==> src/rtl/riscv_decode_pkg.sv <==
// Shared opcode constants, decoded-class encoding and FIFO entry layout for the RV32 decode stage.
package riscv_decode_pkg;

    localparam logic [6:0] OP_IMM = 7'b0010011;
    localparam logic [6:0] OP     = 7'b0110011;
    localparam logic [6:0] LOAD   = 7'b0000011;
    localparam logic [6:0] STORE  = 7'b0100011;
    localparam logic [6:0] BRANCH = 7'b1100011;
    localparam logic [6:0] LUI    = 7'b0110111;
    localparam logic [6:0] AUIPC  = 7'b0010111;
    localparam logic [6:0] JAL    = 7'b1101111;
    localparam logic [6:0] JALR   = 7'b1100111;
    localparam logic [6:0] SYSTEM = 7'b1110011;

    localparam logic [6:0] F7_BASE   = 7'b0000000;
    localparam logic [6:0] F7_ALT    = 7'b0100000;
    localparam logic [6:0] F7_MULDIV = 7'b0000001;

    typedef enum logic [3:0] {
        TYPE_NONE   = 4'd0,
        TYPE_R      = 4'd1,
        TYPE_I_ALU  = 4'd2,
        TYPE_LOAD   = 4'd3,
        TYPE_JALR   = 4'd4,
        TYPE_S      = 4'd5,
        TYPE_B      = 4'd6,
        TYPE_LUI    = 4'd7,
        TYPE_AUIPC  = 4'd8,
        TYPE_J      = 4'd9,
        TYPE_SYS    = 4'd10,
        TYPE_MULDIV = 4'd11
    } insn_type_t;

    // The immediate is XLEN-dependent, so it is queued alongside this entry rather than inside it.
    typedef struct packed {
        insn_type_t  insn_type;
        logic        illegal;
        logic [4:0]  rd;
        logic [4:0]  rs1;
        logic [4:0]  rs2;
        logic [2:0]  funct3;
        logic [6:0]  funct7;
        logic [4:0]  shamt;
    } decode_t;

endpackage

==> src/rtl/riscv_imm_gen.sv <==
// Per-format immediate extraction with sign extension from instruction bit 31 to XLEN (XLEN >= 32).
module riscv_imm_gen
    import riscv_decode_pkg::*;
#(
    parameter int XLEN = 32
) (
    input  logic [31:7]     insn_hi,
    input  logic [3:0]      insn_type,
    output logic [XLEN-1:0] imm
);

    logic signed [31:0] imm32;

    always_comb begin
        imm32 = '0;
        case (insn_type)
            TYPE_I_ALU, TYPE_LOAD, TYPE_JALR, TYPE_SYS:
                imm32 = {{20{insn_hi[31]}}, insn_hi[31:20]};
            TYPE_S:
                imm32 = {{20{insn_hi[31]}}, insn_hi[31:25], insn_hi[11:7]};
            TYPE_B:
                imm32 = {{20{insn_hi[31]}}, insn_hi[7], insn_hi[30:25], insn_hi[11:8], 1'b0};
            TYPE_LUI, TYPE_AUIPC:
                imm32 = {insn_hi[31:12], 12'b0};
            TYPE_J:
                imm32 = {{12{insn_hi[31]}}, insn_hi[19:12], insn_hi[20], insn_hi[30:21], 1'b0};
            default:
                imm32 = '0;
        endcase
    end

    assign imm = XLEN'(imm32);

endmodule

==> src/rtl/riscv_decode_stage.sv <==
// RV32 decode stage: combinational decode of fetched words into a DEPTH-entry FIFO toward execute.
// Optional build macro RV32M_EN enables decoding of the M-extension (funct7=0000001) as TYPE_MULDIV.
module riscv_decode_stage
    import riscv_decode_pkg::*;
#(
    parameter int XLEN  = 32,
    parameter int DEPTH = 2,
    parameter int CNT_W = $clog2(DEPTH) + 1
) (
    input  logic            clk,
    input  logic            reset,
    input  logic            flush,
    input  logic            in_valid,
    output logic            in_ready,
    input  logic [31:0]     imem_insn,
    output logic            out_valid,
    input  logic            out_ready,
    output logic [4:0]      destination_reg,
    output logic [4:0]      source_reg1,
    output logic [4:0]      source_reg2,
    output logic [2:0]      funct3,
    output logic [6:0]      funct7,
    output logic [4:0]      shamt,
    output logic [XLEN-1:0] imm,
    output logic [3:0]      insn_type,
    output logic            illegal
);

    localparam int PTR_W = $clog2(DEPTH);

    insn_type_t      type_p0;
    logic            illegal_p0;
    decode_t         dec_p0;
    logic [XLEN-1:0] imm_p0;

    logic [PTR_W-1:0] wr_ptr;
    logic [PTR_W-1:0] rd_ptr;
    logic [CNT_W-1:0] count;
    logic             push;
    logic             pop;
    logic             vld_p1;

    decode_t         fifo_mem [DEPTH];
    logic [XLEN-1:0] imm_mem  [DEPTH];
    decode_t         head_p1;

    // Stage p0: classify the opcode, then pick the fields that format actually carries.
    always_comb begin
        type_p0    = TYPE_NONE;
        illegal_p0 = 1'b0;
        case (imem_insn[6:0])
            OP: begin
                if (imem_insn[31:25] == F7_BASE || imem_insn[31:25] == F7_ALT) begin
                    type_p0 = TYPE_R;
                end
`ifdef RV32M_EN
                else if (imem_insn[31:25] == F7_MULDIV) begin
                    type_p0 = TYPE_MULDIV;
                end
`endif
                else begin
                    illegal_p0 = 1'b1;
                end
            end
            OP_IMM:  type_p0 = TYPE_I_ALU;
            LOAD:    type_p0 = TYPE_LOAD;
            JALR:    type_p0 = TYPE_JALR;
            STORE:   type_p0 = TYPE_S;
            BRANCH:  type_p0 = TYPE_B;
            LUI:     type_p0 = TYPE_LUI;
            AUIPC:   type_p0 = TYPE_AUIPC;
            JAL:     type_p0 = TYPE_J;
            SYSTEM:  type_p0 = TYPE_SYS;
            default: illegal_p0 = 1'b1;
        endcase
    end

    always_comb begin
        dec_p0           = '0;
        dec_p0.insn_type = type_p0;
        dec_p0.illegal   = illegal_p0;
        case (type_p0)
            TYPE_R, TYPE_MULDIV: begin
                dec_p0.rd     = imem_insn[11:7];
                dec_p0.rs1    = imem_insn[19:15];
                dec_p0.rs2    = imem_insn[24:20];
                dec_p0.funct3 = imem_insn[14:12];
                dec_p0.funct7 = imem_insn[31:25];
            end
            TYPE_I_ALU: begin
                dec_p0.rd     = imem_insn[11:7];
                dec_p0.rs1    = imem_insn[19:15];
                dec_p0.funct3 = imem_insn[14:12];
                // Only the shift-immediates reuse the upper immediate bits as shamt/funct7.
                if (imem_insn[13:12] == 2'b01) begin
                    dec_p0.shamt  = imem_insn[24:20];
                    dec_p0.funct7 = imem_insn[31:25];
                end
            end
            TYPE_LOAD, TYPE_JALR, TYPE_SYS: begin
                dec_p0.rd     = imem_insn[11:7];
                dec_p0.rs1    = imem_insn[19:15];
                dec_p0.funct3 = imem_insn[14:12];
            end
            TYPE_S, TYPE_B: begin
                dec_p0.rs1    = imem_insn[19:15];
                dec_p0.rs2    = imem_insn[24:20];
                dec_p0.funct3 = imem_insn[14:12];
            end
            TYPE_LUI, TYPE_AUIPC, TYPE_J: begin
                dec_p0.rd     = imem_insn[11:7];
            end
            default: ;
        endcase
    end

    riscv_imm_gen #(
        .XLEN (XLEN)
    ) u_imm_gen (
        .insn_hi   (imem_insn[31:7]),
        .insn_type (type_p0),
        .imm       (imm_p0)
    );

    assign in_ready = (count != CNT_W'(DEPTH));
    assign vld_p1   = (count != '0);
    assign push     = in_valid && in_ready;
    assign pop      = vld_p1 && out_ready;

    always_ff @(posedge clk or posedge reset) begin
        if (reset) begin
            wr_ptr <= '0;
            rd_ptr <= '0;
            count  <= '0;
        end else if (flush) begin
            wr_ptr <= '0;
            rd_ptr <= '0;
            count  <= '0;
        end else begin
            if (push) begin
                wr_ptr <= wr_ptr + 1'b1;
            end
            if (pop) begin
                rd_ptr <= rd_ptr + 1'b1;
            end
            count <= count + CNT_W'(push) - CNT_W'(pop);
        end
    end

    // Stage p1: FIFO storage; contents are only meaningful under count, so they carry no reset.
    always_ff @(posedge clk) begin
        if (push && !flush) begin
            fifo_mem[wr_ptr] <= dec_p0;
            imm_mem[wr_ptr]  <= imm_p0;
        end
    end

    assign head_p1         = fifo_mem[rd_ptr];
    assign out_valid       = vld_p1;
    assign destination_reg = vld_p1 ? head_p1.rd        : '0;
    assign source_reg1     = vld_p1 ? head_p1.rs1       : '0;
    assign source_reg2     = vld_p1 ? head_p1.rs2       : '0;
    assign funct3          = vld_p1 ? head_p1.funct3    : '0;
    assign funct7          = vld_p1 ? head_p1.funct7    : '0;
    assign shamt           = vld_p1 ? head_p1.shamt     : '0;
    assign imm             = vld_p1 ? imm_mem[rd_ptr]   : '0;
    assign insn_type       = vld_p1 ? head_p1.insn_type : TYPE_NONE;
    assign illegal         = vld_p1 ? head_p1.illegal   : 1'b0;

endmodule

==> config.mk <==
export PLATFORM = sky130hd
export DESIGN_NAME = riscv_decode_stage
export DESIGN_NICKNAME = d
export VERILOG_FILES = /design/src/rtl/riscv_decode_pkg.sv /design/src/rtl/riscv_imm_gen.sv /design/src/rtl/riscv_decode_stage.sv
export SDC_FILE = /design/constraint.sdc
export NUM_CORES = 1
export LEC_CHECK = 0
export ABC_AREA = 1
export BUFFER_PORTS_ARGS = -buffer_cell sky130_fd_sc_hd__buf_2
export CORE_MARGIN = 2
export CORE_UTILIZATION = 50
export CTS_CLUSTER_DIAMETER = 200
export DETAILED_ROUTE_END_ITERATION = 6
export GPL_ROUTABILITY_DRIVEN = 0
export PLACE_DENSITY = 0.78
export SLEW_MARGIN = 10
export SYNTH_ARGS = -nofsm -noshare
export SYNTH_HDL_FRONTEND = slang
export SYNTH_SLANG_ARGS = --single-unit
==> constraint.sdc <==
create_clock -name clk -period 4.17 [get_ports clk]
set_input_delay 0.834 -clock clk [delete_from_list [all_inputs] [get_ports clk]]
set_output_delay 0.834 -clock clk [all_outputs]
set_load 0.05 [all_outputs]
==> metrics.md, run 1 <==
| Metric | Value |
|---|---|
| Outcome | `completed` |
| Final hold viol count | `0` |
| CP Launch Type | `register` |
| Final net count | `700` |
| Synth Net Count | `596` |
| Global route overflow | `0` |
| Ys flop type | `edfxtp_1` |
| Hold Crit Class | `input port to asynchronous set/reset pin` |
| Hold_ws | `293 ps` |
| #FFs+latches synth | `138` |
| TritonCTS Sinks | `138` |
| EDFF count, synth | `134` |
| Crit path depth | `4` |
| Initial cell density of the core | `0.506` |
| IO buf count | `105` |
| Dpl cells | `789` |
| Crit path DAT | `2510 ps` |
| Clk Latency, worst-skew pair | `420 ps` |
| F_max | `299 MHz` |
| Diode count | `0` |
| Vias per Instance | `5.47` |
| Total wire length | `14100 µm` |
| CTS resizes | `0` |
| Final core utilization | `0.615` |
| Crit path buf inv count | `2` |
| Max-cap check violation count | `0` |
| Post-Synthesis Cell Area | `0.00600 mm²` |
| CTS Hold Bufs | `0` |
| Die Span Y | `114 µm` |
| DP HPWL | `8760 µm` |
| Delay-heaviest family, CP | `buffers and inverters` |
| Post CTS Setup Buffer Count | `0` |
| RR Startpoint | `count[0]` |
| # DRC | `0` |
| Reg2reg path depth | `5` |
| Peak VDD IR | `0.358 mV` |
| Antenna Nets Post-Route | `0` |
| Vias in the first global route | `4407` |
| Power per cell area | `681 mW/mm²` |
| Max-slew violations | `0` |
| RSZ-0062 raised after global routing | `no` |
| CTS tree | `done` |
| Global-route wire length before repair | `21900 µm` |
| Ys async rst share | `0.0290` |
| Most common cell after layout, fill and taps aside | `nand2_1` |
| Worst Skew | `5.97 ps` |
| Syn Area/Cell | `10.8 µm²` |
| Post-synthesis sequential area ratio | `0.687` |
| Synthesis-to-finish area growth | `21.5%` |
| IO Count | `106` |
| Slew @ Worst Pin | `1200 ps` |
| Seq pwr share | `0.339` |
| R2R Setup Slk | `2120 ps` |
| Fraction of layout cells with a size suffix above 1 | `0.251` |
| Worst Setup End Kind | `output port` |
| Crit. Startpoint | `rd_ptr` |
| Critical R2R Capture | `fifo_mem[1][21]` |
| Critical Path End | `illegal` |
| Num rows | `40` |
| CTS Buf Count | `17` |
| Clock root buffer | `clkbuf_16` |
| Fin crit period | `3340 ps` |
| # setup viols final | `0` |
| Psw | `0.00195 W` |
| CP max stage delay | `860 ps` |
| Slew HR | `0.197` |
| Warning count from the yosys run | `0` |
| Deepest clock path buffer count | `2` |
| Post-Layout Cell Count | `821` |
| Crit share post-route | `0.802` |
| Pin count of the biggest net entering global routing | `70` |
| H-Tree Depth | `4` |
| Combinational Power Share | `0.338` |
| Sw Share | `0.393` |
| Max FO, Critical Path | `67` |
| 1st-pass router iterations | `5` |
| Critical Path, Cell by Cell | `inv_2 -> nand2_1 -> a21oi_1 -> buf_2` |
| Most frequent cells in the layout | `152 x nand2_1, 134 x edfxtp_1, 105 x buf_2` |
| TNS Setup | `0 ps` |
| Die width | `114 µm` |
| Core Area | `0.0119 mm²` |
| Lkg Pwr | `3.09 nW` |
| Slowest-stage cell, CP | `inv_2` |
| Die ar. | `0.0129 mm²` |
| Number of DRC markers in iteration 0 | `546` |
| Vias | `4488` |
| Drt wl/cell | `17.2 µm` |
| CTS clk-pin slew, worst paths | `60 ps` |
| Int Pwr | `0.00301 W` |
| Worst setup margin | `827 ps` |
| Post-Synthesis Cells | `557` |
| Crit Path Category | `register to output port` |
| Yosys cell types | `25` |
| Place WS | `1350 ps` |
| Clock power share | `0.324` |
| Initial antenna violation count | `0` |
| Total Routing Usage GR | `0.223` |
| CP required | `3340 ps` |
==> state kept, by name, indices dropped and copies added, names as in the netlist <==
| register | cells |
|---|---|
| imm_mem | 64 |
| rd_ptr | 1 |
| fifo_mem | 70 |
| count | 2 |
| wr_ptr | 1 |
==> worst min path at each step <==
stage | startpoint | end | slack (ps) | cells after the start
floorplan | wr_ptr | wr_ptr | 480 | 1
finish | reset | count[0] | 290 | 2
global placement | wr_ptr | wr_ptr | 560 | 1
global route | reset | count[0] | 310 | 2
CTS | reset | count[0] | 290 | 2
detailed placement | wr_ptr | wr_ptr | 580 | 1
==> cell usage after synthesis (5+ instances only) <==
cell	n	area, µm²
o21ai_2	5	43.8
buf_1	5	18.8
nor2_2	5	31.3
nand2_1	152	571
o22ai_1	6	37.5
inv_1	46	173
nor2_1	56	210
clkbuf_1	15	56.3
o21ai_0	18	90.1
edfxtp_1	134	4020
nand3_1	10	50.1
a21oi_1	77	385
==> metrics by stage <==
step	instance area, µm²	total power (W)
after floorplan	6000	0.00297
after global placement	6660	0.00336
after detailed placement	6660	0.00338
after CTS	7290	0.00498
after global routing	7290	0.00514
final	7290	0.00496
==> power by group through the flow <==
stage	clock [W]	sequential (W)	combinational (W)
floorplan	0	0.00170	0.00127
global placement	0	0.00170	0.00166
detailed placement	0	0.00171	0.00167
CTS	0.00162	0.00168	0.00168
global route	0.00168	0.00169	0.00177
finish	0.00161	0.00168	0.00168
==> layout make-up <==
| type | count | area, µm² |
|---|---|---|
| inverters | 50 | 188 |
| well taps | 147 | 184 |
| multi-input cells | 344 | 1600 |
| repair buffers | 110 | 563 |
| clock inverters | 13 | 201 |
| flip-flops and latches | 138 | 4130 |
| clock buffers | 19 | 433 |
| fillers | 953 | 4570 |
==> kinds of logic after synthesis <==
family | count (synthesis) | synth area share
xor gates and xnor gates | 2 | 0.00292
adders and majority gates | 2 | 0.00417
AOI/OAI and AO/OA | 106 | 0.0928
and+or+nand+nor | 234 | 0.163
buffers and inverters | 75 | 0.0501
DFF | 138 | 0.687
==> layer usage <==
layer | GRT usage | up-vias | routed length [µm]
met5 | 0 | - | 0
met4 | 0.0740 | 0 | 215
met3 | 0.0547 | 24 | 1190
met2 | 0.366 | 245 | 7020
met1 | 0.294 | 2128 | 5670
li1 | - | 2091 | -
(Power assumes the default switching activity.)
==> run 2: changes to the inputs <==
- CORE_UTILIZATION: 50 -> 56
- PLACE_DENSITY: 0.78 -> 0.83
- clock period: 4.17 -> 3.5 ns (I/O delays scaled with it)
==> metrics.md, run 2 (same netlist as run 1, synthesis figures left out) <==
| Metric | Value |
|---|---|
| Most common cell after layout, fill and taps aside | `nand2_1` |
| Drt wl/cell | `17.6 µm` |
| Slowest-stage cell, CP | `inv_2` |
| Synthesis-to-finish area growth | `21.6%` |
| Register with the most flip-flops | `fifo_mem` |
| Deepest clock path buffer count | `2` |
| CP required | `2800 ps` |
| Antenna Nets Post-Route | `0` |
| R2R Setup Slk | `1190 ps` |
| IO Count | `106` |
| Delay-heaviest family, CP | `buffers and inverters` |
| Vias | `4556` |
| Place WS | `984 ps` |
| H-Tree Depth | `4` |
| Critical Path, Cell by Cell | `inv_2 -> buf_4 -> nand2_1 -> a21oi_1 -> buf_2` |
| Global-route wire length before repair | `21800 µm` |
| Lkg Pwr | `3.09 nW` |
| Number of DRC markers in iteration 0 | `481` |
| Cell area after placement | `0.00668 mm²` |
| Outcome | `completed` |
| Die width | `108 µm` |
| Critical R2R Capture | `count[1]` |
| Vias per Instance | `5.61` |
| Num rows | `37` |
| F_max | `323 MHz` |
| # DRC | `0` |
| Clk Latency, worst-skew pair | `520 ps` |
| Vias in the first global route | `4426` |
| Fin crit period | `3100 ps` |
| Clock root buffer | `clkbuf_8` |
| DP HPWL | `9070 µm` |
| Reg2reg path depth | `8` |
| Post CTS Setup Buffer Count | `0` |
| Max-cap check violation count | `0` |
| Total Routing Usage GR | `0.253` |
| Core Area | `0.0104 mm²` |
| Hold Crit Class | `input port to asynchronous set/reset pin` |
| Top Registers | `fifo_mem x70, imm_mem x64, count x2` |
| Final hold viol count | `0` |
| Most frequent cells in the layout | `152 x nand2_1, 134 x edfxtp_1, 105 x buf_2` |
| CP max stage delay | `530 ps` |
| Post-Layout Cell Count | `812` |
| Dpl cells | `780` |
| Die Span Y | `108 µm` |
| CTS tree | `done` |
| CP Launch Type | `register` |
| Die ar. | `0.0116 mm²` |
| Slew HR | `0.497` |
| 1st-pass router iterations | `7` |
| Crit share post-route | `0.886` |
| CTS clk-pin slew, worst paths | `60 ps` |
| Worst setup margin | `399 ps` |
| Fraction of layout cells with a size suffix above 1 | `0.253` |
| Crit path buf inv count | `3` |
| Total wire length | `14300 µm` |
| Max FO, Critical Path | `40` |
| Peak VDD IR | `0.412 mV` |
| Hold_ws | `54.9 ps` |
| TritonCTS Sinks | `138` |
| # setup viols final | `0` |
| RSZ-0062 raised after global routing | `no` |
| RR Startpoint | `count[1]` |
| Diode count | `0` |
| Worst Skew | `5.82 ps` |
| CTS resizes | `0` |
| Power per cell area | `801 mW/mm²` |
| IO buf count | `105` |
| Crit path DAT | `2400 ps` |
| CTS Buf Count | `17` |
| Initial cell density of the core | `0.579` |
| Crit Path Category | `register to output port` |
| Fin area | `0.00730 mm²` |
| CTS Hold Bufs | `0` |
| Pin count of the biggest net entering global routing | `70` |
| Max reg flops | `70` |
| Global route overflow | `0` |
| Max-slew violations | `0` |
| Initial antenna violation count | `0` |
| Worst Setup End Kind | `output port` |
| Slew @ Worst Pin | `753 ps` |
| Final net count | `702` |
## run 2: worst register-to-register path, delay by kind of cell, from the launching register on
family,cells,cell delay (ps)
AND/OR/NAND/NOR,3,760
adder cells (fa/ha/maj),2,460
flip-flops,1,430
buffers and inverters,2,390
XOR/XNOR,1,160
## run 2: worst max path at each step
stage             start              to  slack (ps)  cells past startpoint
2_1_floorplan  count[1]  fifo_mem[0][0]        -780                      3
3_3_place_gp   count[1]         imm[13]        1010                      4
3_5_place_dp   count[1]         imm[13]         980                      4
4_1_cts          rd_ptr       funct3[1]         420                      5
5_1_grt        count[1]       funct7[0]         330                      4
6_report         rd_ptr       funct3[1]         400                      5
## run 2: stage by stage
| stage | total power [W] | utilization | setup TNS [ps] |
|---|---|---|---|
| 3_5_place_dp | 0.00403 | 0.645 | 0 |
| 3_3_place_gp | 0.00400 | 0.645 | 0 |
| 2_1_floorplan | 0.00354 | - | -105150 |
| 4_1_cts | 0.00585 | 0.704 | 0 |
| 6_report | 0.00584 | 0.704 | 0 |
| 5_1_grt | 0.00605 | 0.704 | 0 |
## run 2: report_power, final
part           switching [W]  internal, W  total (W)
logic                0.00162     0.000384    0.00200
registers          0.0000471      0.00196    0.00200
clock network       0.000676      0.00116    0.00184
## run 2: per-layer routing
metal  share of wire  wire (µm)  global-route usage
met3           0.079       1130              0.0515
met2            0.51       7270               0.423
met4           0.024        338               0.106
met5               0          0                   0
met1            0.39       5520               0.324
## run 2: cell type report
type	instances	area [µm²]
fill	732	3070
sequential	138	4130
timing repair buffer	112	603
clock inverter	14	195
clock buffer	18	418
multi-input combinational	344	1600
tap	136	170
inverter	50	188
==> run 3: changes to the inputs <==
- PLACE_DENSITY: 0.83 -> 0.79
==> metrics.md, run 3 (same netlist as run 1, synthesis figures left out) <==
| Metric | Value |
|---|---|
| Clock power share | `0.328` |
| Top Registers | `fifo_mem x70, imm_mem x64, count x2` |
| Vias | `4509` |
| Num rows | `37` |
| Slew @ Worst Pin | `765 ps` |
| Lkg Pwr | `3.12 nW` |
| Die width | `108 µm` |
| Worst Skew | `9.38 ps` |
| Most frequent cells in the layout | `152 x nand2_1, 134 x edfxtp_1, 105 x buf_2` |
| Final hold viol count | `0` |
| Initial cell density of the core | `0.579` |
| CTS Buf Count | `17` |
| Most common cell after layout, fill and taps aside | `nand2_1` |
| Int Pwr | `0.00366 W` |
| Hold Crit Class | `input port to asynchronous set/reset pin` |
| Max-slew violations | `0` |
| Reg2reg path depth | `8` |
| RSZ-0062 raised after global routing | `no` |
| Met3 Track Usage GR | `0.0599` |
| Psw | `0.00230 W` |
| Fill cell count | `723` |
| Register with the most flip-flops | `fifo_mem` |
| Die ar. | `0.0116 mm²` |
| Total Routing Usage GR | `0.255` |
| Worst Setup End Kind | `output port` |
| H-Tree Depth | `4` |
| Combinational Power Share | `0.331` |
| Number of DRC markers in iteration 0 | `457` |
| Pin count of the biggest net entering global routing | `70` |
| Antenna Nets Post-Route | `0` |
| Max FO, Critical Path | `67` |
| CP required | `2800 ps` |
| Diode count | `0` |
| TNS Setup | `0 ps` |
| Slew HR | `0.490` |
| Clock root buffer | `clkbuf_8` |
| Power per cell area | `811 mW/mm²` |
| Grt peak-use layer | `met2` |
| CP Launch Type | `register` |
| # DRC | `0` |
| RR Startpoint | `count[1]` |
| Hold_ws | `53.6 ps` |
| Crit path DAT | `2230 ps` |
| Post CTS Setup Buffer Count | `0` |
| Max reg flops | `70` |
| Met2 Resource Use GR | `0.391` |
| R2R Setup Slk | `1300 ps` |
| Max-cap check violation count | `0` |
| Clk Latency, worst-skew pair | `520 ps` |
| Deepest clock path buffer count | `2` |
| CTS clk-pin slew, worst paths | `60 ps` |
| Final net count | `700` |
| Sw Share | `0.386` |
| Critical R2R Capture | `count[1]` |
| Fraction of layout cells with a size suffix above 1 | `0.251` |
| IO buf count | `105` |
| Vias per Instance | `5.57` |
| F_max | `342 MHz` |
| Outcome | `completed` |
| Design Power | `0.00596 W` |
| Routing usage on met1 | `0.355` |
| Core Area | `0.0104 mm²` |
| Drt wl/cell | `17.6 µm` |
| Global route overflow | `0` |
| Vias in the first global route | `4242` |
| Fin crit period | `2930 ps` |
| Initial antenna violation count | `0` |
| Total wire length | `14300 µm` |
| DP HPWL | `8820 µm` |
| Die Span Y | `108 µm` |
| Global-route wire length before repair | `21800 µm` |
| # setup viols final | `0` |
| CTS tree | `done` |
| CTS Hold Bufs | `0` |
| Peak VDD IR | `0.713 mV` |
| Crit Path Category | `register to output port` |
| Synthesis-to-finish area growth | `22.5%` |
| Crit share post-route | `0.836` |
| CTS resizes | `0` |
| Seq pwr share | `0.341` |
| 1st-pass router iterations | `6` |
| IO Count | `106` |
| TritonCTS Sinks | `138` |
==> run 3: cell type report <==
class / instances / area [µm²] / share of cell area
Inverter: 50 / 188 / 0.0255
Clock inverter: 12 / 220 / 0.0300
Multi-Input combinational cell: 344 / 1600 / 0.217
Tap cell: 136 / 170 / 0.0232
Timing Repair Buffer: 110 / 613 / 0.0834
Clock buffer: 20 / 435 / 0.0592
Sequential cell: 138 / 4130 / 0.561
==> run 3: worst max-delay path by stage <==
| stage | startpoint | end | slack (ps) | cells after the start |
|---|---|---|---|---|
| after CTS | rd_ptr | destination_reg[1] | 550 | 5 |
| after global placement | imem_insn[1] | imm_mem[0][27] | 1090 | 11 |
| after detailed placement | imem_insn[1] | imm_mem[0][27] | 990 | 11 |
| after global routing | rd_ptr | funct7[6] | 440 | 5 |
| final | rd_ptr | funct7[0] | 570 | 5 |
| after floorplan | count[1] | fifo_mem[0][0] | -780 | 3 |
==> run 3: critical path, cell delays in order, from the launching register on <==
cell and delay, ps:
dfrtp_2 620, inv_2 150, buf_12 290, nand2_1 80, a21oi_1 220, buf_2 310
==> run 3: power by group through the flow <==
stage / clock network, W / registers (W) / logic (W)
after floorplan: 0 / 0.00203 / 0.00151
after CTS: 0.00197 / 0.00203 / 0.00198
final: 0.00196 / 0.00203 / 0.00197
after global placement: 0 / 0.00206 / 0.00195
after detailed placement: 0 / 0.00206 / 0.00197
after global routing: 0.00204 / 0.00205 / 0.00209
==> run 3: metrics by stage <==
step / instance area [µm²] / worst slack, ps / utilization / instances
after floorplan: 6000 / -785 / - / 557
after global placement: 6690 / 1090 / 0.646 / 778
after detailed placement: 6690 / 991 / 0.646 / 778
after CTS: 7350 / 551 / 0.709 / 810
after global routing: 7350 / 438 / 0.709 / 810
final: 7350 / 573 / 0.709 / 810
==> run 3: per-layer routing <==
layer  up-vias  routed length (µm)
met4         0                 364
met5         -                   0
li1       2096                   -
met3        30                1250
met1      2120                5720
met2       263                6950
